--- config.mk ---
export PLATFORM = sky130hd
export DESIGN_NAME = regfile_wr_arbiter
export DESIGN_NICKNAME = d
export VERILOG_FILES = /design/src/rtl/regfile_pkg.sv /design/src/rtl/rr_arb2.sv /design/src/rtl/regfile_wr_arbiter.sv
export SDC_FILE = /design/constraint.sdc
export NUM_CORES = 1
export LEC_CHECK = 0
export ABC_AREA = 1
export BUFFER_PORTS_ARGS = -buffer_cell sky130_fd_sc_hd__buf_2
export CAP_MARGIN = 25
export CORE_MARGIN = 4
export CORE_UTILIZATION = 42
export CTS_CLUSTER_SIZE = 12
export DETAILED_ROUTE_END_ITERATION = 6
export GPL_ROUTABILITY_DRIVEN = 0
export PLACE_DENSITY = 0.71
export SYNTH_ARGS = -nofsm -noshare
export SYNTH_HDL_FRONTEND = slang
export SYNTH_SLANG_ARGS = --single-unit
--- constraint.sdc ---
create_clock -name clk -period 1.4 [get_ports clk]
set_input_delay 0.07 -clock clk [delete_from_list [all_inputs] [get_ports clk]]
set_output_delay 0.07 -clock clk [all_outputs]
set_load 0.05 [all_outputs]
--- src/rtl/regfile_pkg.sv ---
// regfile_pkg: shared types and constants for the register-file write arbiter
package regfile_pkg;
  typedef enum logic {IDLE, CLEAR} clr_state_t;
  localparam int NREQ = 2;
endpackage

--- src/rtl/rr_arb2.sv ---
// rr_arb2: two-way round-robin arbiter; requester 0 wins the first conflict after reset
module rr_arb2
  import regfile_pkg::*;
(
  input  logic            clk,
  input  logic            rst,
  input  logic            en,
  input  logic [NREQ-1:0] req,
  output logic [NREQ-1:0] gnt
);
  logic last;
  // grant the lone requester, or on conflict the one that did not win last time
  always_comb begin
    gnt[0] = en & req[0] & (~req[1] | last);
    gnt[1] = en & req[1] & (~req[0] | ~last);
  end
  // remember the most recent winner; untouched while no grant is issued
  always_ff @(posedge clk or negedge rst) begin
    if (!rst) last <= 1'b1;
    else last <= gnt[1] ? 1'b1 : gnt[0] ? 1'b0 : last;
  end
endmodule

--- src/rtl/regfile_wr_arbiter.sv ---
// regfile_wr_arbiter: shares one register-bank write port between two requesters and sequences bank clears
module regfile_wr_arbiter
  import regfile_pkg::*;
#(
  parameter  int WIDTH  = 16,
  parameter  int NREGS  = 8,
  localparam int ADDR_W = $clog2(NREGS)
) (
  input  logic              clk,
  input  logic              rst,
  input  logic              req0,
  input  logic [ADDR_W-1:0] addr0,
  input  logic [WIDTH-1:0]  data0,
  output logic              gnt0,
  input  logic              req1,
  input  logic [ADDR_W-1:0] addr1,
  input  logic [WIDTH-1:0]  data1,
  output logic              gnt1,
  input  logic              clr_start,
  output logic              clr_busy,
  output logic [NREGS-1:0]  reg_we,
  output logic [WIDTH-1:0]  reg_d,
  output logic              addr_err
);
  clr_state_t        state;
  logic [ADDR_W-1:0] cnt;
  logic [ADDR_W-1:0] waddr;
  logic [WIDTH-1:0]  wdata;
  logic [NREQ-1:0]   gnt;
  logic              en;
  logic              any;
  logic              in_range;
  logic              cnt_last;

  function automatic logic [NREGS-1:0] onehot(input logic [ADDR_W-1:0] a);
    return {{(NREGS-1){1'b0}}, 1'b1} << a;
  endfunction

  // no grants while in reset, while clearing, or in the cycle a clear is requested
  assign en       = rst & (state == IDLE) & ~clr_start;
  assign gnt0     = gnt[0];
  assign gnt1     = gnt[1];
  assign clr_busy = state == CLEAR;
  assign cnt_last = cnt == ADDR_W'(NREGS - 1);

  rr_arb2 u_arb (
    .clk (clk),
    .rst (rst),
    .en  (en),
    .req ({req1, req0}),
    .gnt (gnt)
  );

  // steer the winning requester onto the shared write path
  always_comb begin
    any      = |gnt;
    waddr    = gnt[1] ? addr1 : addr0;
    wdata    = gnt[1] ? data1 : data0;
    in_range = int'(waddr) < NREGS;
  end

  // clear FSM and registered bank-side outputs
  always_ff @(posedge clk or negedge rst) begin
    if (!rst) begin
      state    <= IDLE;
      cnt      <= '0;
      reg_we   <= '0;
      reg_d    <= '0;
      addr_err <= 1'b0;
    end else if (state == CLEAR) begin
      reg_we   <= onehot(cnt);
      reg_d    <= '0;
      addr_err <= 1'b0;
      cnt      <= cnt_last ? '0 : cnt + 1'b1;
      state    <= cnt_last ? IDLE : CLEAR;
    end else begin
      state    <= clr_start ? CLEAR : IDLE;
      reg_we   <= (any && in_range) ? onehot(waddr) : '0;
      reg_d    <= any ? wdata : reg_d;
      addr_err <= any & ~in_range;
    end
  end
endmodule

==> results.md <==
- Commonest non-fill, non-tap cell in the layout: buf_2
- IO buf count: 69
- Fraction of layout cells with a size suffix above 1: 0.433
- Pwr Total: 3.70 mW
- Root buf cell: clkbuf_8
- Setup CP Type: register to register
- Crit-path max cell delay: 530 ps
- Max-slew violations: 0
- Drt wl/cell: 11.9 um
- Worst Setup End Kind: register
- Post-Synthesis Cells: 206
- Initial Util: 0.433
- Vert. Die Dim: ~69 um
- Mux share of post-synthesis cell area: 0
- Worst EP arrival: 1600 ps
- Cell chain of the critical path: inv_2 > nand2_2 > nand2_4 > a21oi_4 > clkinv_4 > buf_4 > o21ai_1
- Synth Area in Simple Gates: 0.249
- Post-DP Area: 0.00210 mm2
- Crit share post-route: 1.01
- Drt first pass iters: 4
- Via count: 1,564
- Max cap viols: 0
- Xor and xnor area share after synthesis: 0
- Switching pwr: 1.57 mW
- Largest area contributor in the netlist: dfrtp_1
- Max VDD drop: around 0.83 mV
- Hold Path Depth: 3
- Seq/Total Area, Yosys: 0.459
- Setup violations, final: 1
- Compound-Gate Fraction of Synth Area: 0.137
- LEAKAGE: 1.39 nW
- H-tree depth: 2
- Fin crit period: 1410 ps
- Vias per Instance: 4.59
- Top sig layer: met4
- Hold WC Path Type: primary input to register
- Vias in the first global route: roughly 1,500
- Mapped Area: roughly 0.0016 mm2
- Crit path max fanout: 7
- Yosys warnings: 0
- DP Worst Slack: roughly 11 ps
- Worst Setup Slack, final: -8.09 ps
- HP Start: data1[3]
- Clk network pwr share: 0.201
- Clock slew at reported path FFs: 60 ps
- Post-synth top area share: 0.442
- Logic pwr share: 0.486
- Worst setup SP type: register
- WP data required: 1600 ps
- CTS buffer count: 5
- Clk buf depth: 2
- Global route overflow: 0
- FMAX: 710 MHz
- Tot GR Track Use: 0.169
- Largest net degree at the start of global routing: 26
- Finished Cell Area: 0.00236 mm2
- Status: complete, but fails checks
- # DRC: 0
- Most frequent cells in the layout: 66 x buf_2, 65 x nand2_1, 27 x dfrtp_1
- Worst-Skew Late Latency: 280 ps
- Reg2Reg Depth: 7
- Post-synth EDFFs: 0
- Post-DRT Antenna Nets: 0
- Net Sw Frac: 0.424
- Io pins: 71
- Initial antenna violation count: 0
- Dpl hpwl: 3010 um
- CP Launch Point: u_arb.last
- Routed wl met2: 1870 um
- Worst R2R Start: u_arb.last
- Synth area leaders: dfrtp_1 44%, nand2_1 17%, inv_1 6.6%, o21ai_1 6.6%, ha_1 4.7%
- Library cells used by synthesis: 24
- Internal power: 2.13 mW
- Reg area: around 730 um2
- Die area: 0.00482 mm2
- Global-route wire length before repair: about 6600 um
- Seq pwr share: 0.314
- Final hold violation count: 0
- Nets: 341
- Total core area: 0.00366 mm2
- Wire length on met1: around 1800 um
- PwrDens: 1570 mW/mm2
- Final WL: between 4000 and 5000 um
- Syn_area_per_cell: roughly 7.7 um2
- Initial DRC count: 45
- P&R area growth vs syn: 48.8%
- Net Count, Synth: 255
- Post-Synth Adder-Cell Area: 0.0474
- Antenna cells: 0
- Seq cells post-synth: 29
- Clk_skew: 7.78 ps
- Rows: 22
- Multi-input gate area: a little under 800 um2
- Slowest CP cell: dfstp_2
- CTS tree: done
- Failing checks: setup timing
- CTS sink count: 29
- Largest family of logic cells by synthesized area: simple AND/OR/NAND/NOR gates
- Die W: 69.4 um
- RSZ-0062 raised after global routing: true
- Primary FF master, synth: dfrtp_1
- Fraction of registers with async set/reset: 1.00
- Fill cells: 317
- Met3 WL: around 320 um
## per-stage QoR
stage	hold slack [ps]	TNS, ps	util	instances
CTS	60.6	0	0.611	337
floorplan	-226	-1660	-	206
global placement	-100	0	0.575	328
global route	77.0	-1360	0.644	341
detailed placement	-99.3	0	0.575	328
finish	67.8	-8.09	0.644	341
## critical path: cells and delay by family, from the launching register on
kind / cells / cell delay (ps)
and+or+nand+nor: 2 / 130
DFF: 1 / 530
AOI/OAI and AO/OA: 2 / 330
buffers and inverters: 3 / 340
## cell families (layout without fill, tap and decap cells)
group                      after synthesis  count (layout)
adders and majority gates                6               6
buffers and inverters                   37             124
other                                    1               1
and+or+nand+nor                         93              93
AOI/OAI and AO/OA                       40              40
DFF                                     29              29
## what timing repair did
item | in CTS | in global routing
resized for setup | 6 | 27
hold endpoints to repair | 29 | 0
gates cloned | 0 | 1
buffers inserted | 0 | 3
pin swaps | 1 | 4
setup endpoints to repair | 4 | 27
hold buffers | 1 | 0
## Yosys cell counts, types with 2 or more instances
| cell type | number |
|---|---|
| buf_2 | 2 |
| buf_6 | 3 |
| dfrtp_1 | 28 |
| ha_1 | 6 |
| inv_1 | 28 |
| inv_2 | 2 |
| nand2_1 | 70 |
| nand2_2 | 2 |
| nand3_1 | 8 |
| nor2_1 | 5 |
| nor2_2 | 5 |
| o21ai_0 | 14 |
| o21ai_1 | 21 |
| o21bai_1 | 2 |
## state kept, by name (all words and copies together) (netlist names)
name,cells
reg_d,16
u_arb.last,1
cnt,3
reg_we,8
clr_busy,1
## metal layers
layer | global-route usage | vias up
li1 | - | 812
met1 | 0.206 | 693
met4 | 0.0759 | 0
met5 | 0 | -
met2 | 0.266 | 50
met3 | 0.0609 | 9
## power groups by stage
| stage | sequential (mW) | clock, mW | combinational (mW) |
|---|---|---|---|
| 2_1_floorplan | 1.63 | 0 | 0.632 |
| 3_3_place_gp | 1.16 | 0 | 1.60 |
| 3_5_place_dp | 1.17 | 0 | 1.62 |
| 4_1_cts | 1.17 | 0.769 | 1.64 |
| 5_1_grt | 1.18 | 0.801 | 1.96 |
| 6_report | 1.16 | 0.742 | 1.80 |
## path summary, 6_finish.rpt
| check | to | slack, ps |
|---|---|---|
| max in group asynchronous | reg_d[2] | 730 |
| min reg2reg | reg_d[3] | 470 |
| min in group asynchronous | cnt[2] | 160 |
| max reg2reg | reg_d[7] | -8 |
| min | reg_d[3] | 70 |
| max | reg_d[7] | -8 |
## layout make-up
| cell class | count | area share |
|---|---|---|
| Tap cell | 48 | 0.0255 |
| Inverter | 30 | 0.0499 |
| Sequential cell | 29 | 0.309 |
| Clock inverter | 1 | 0.00212 |
| Multi-Input combinational cell | 140 | 0.328 |
| Timing Repair Buffer | 86 | 0.245 |
| Clock buffer | 7 | 0.0408 |
(Power assumes the default switching activity.)
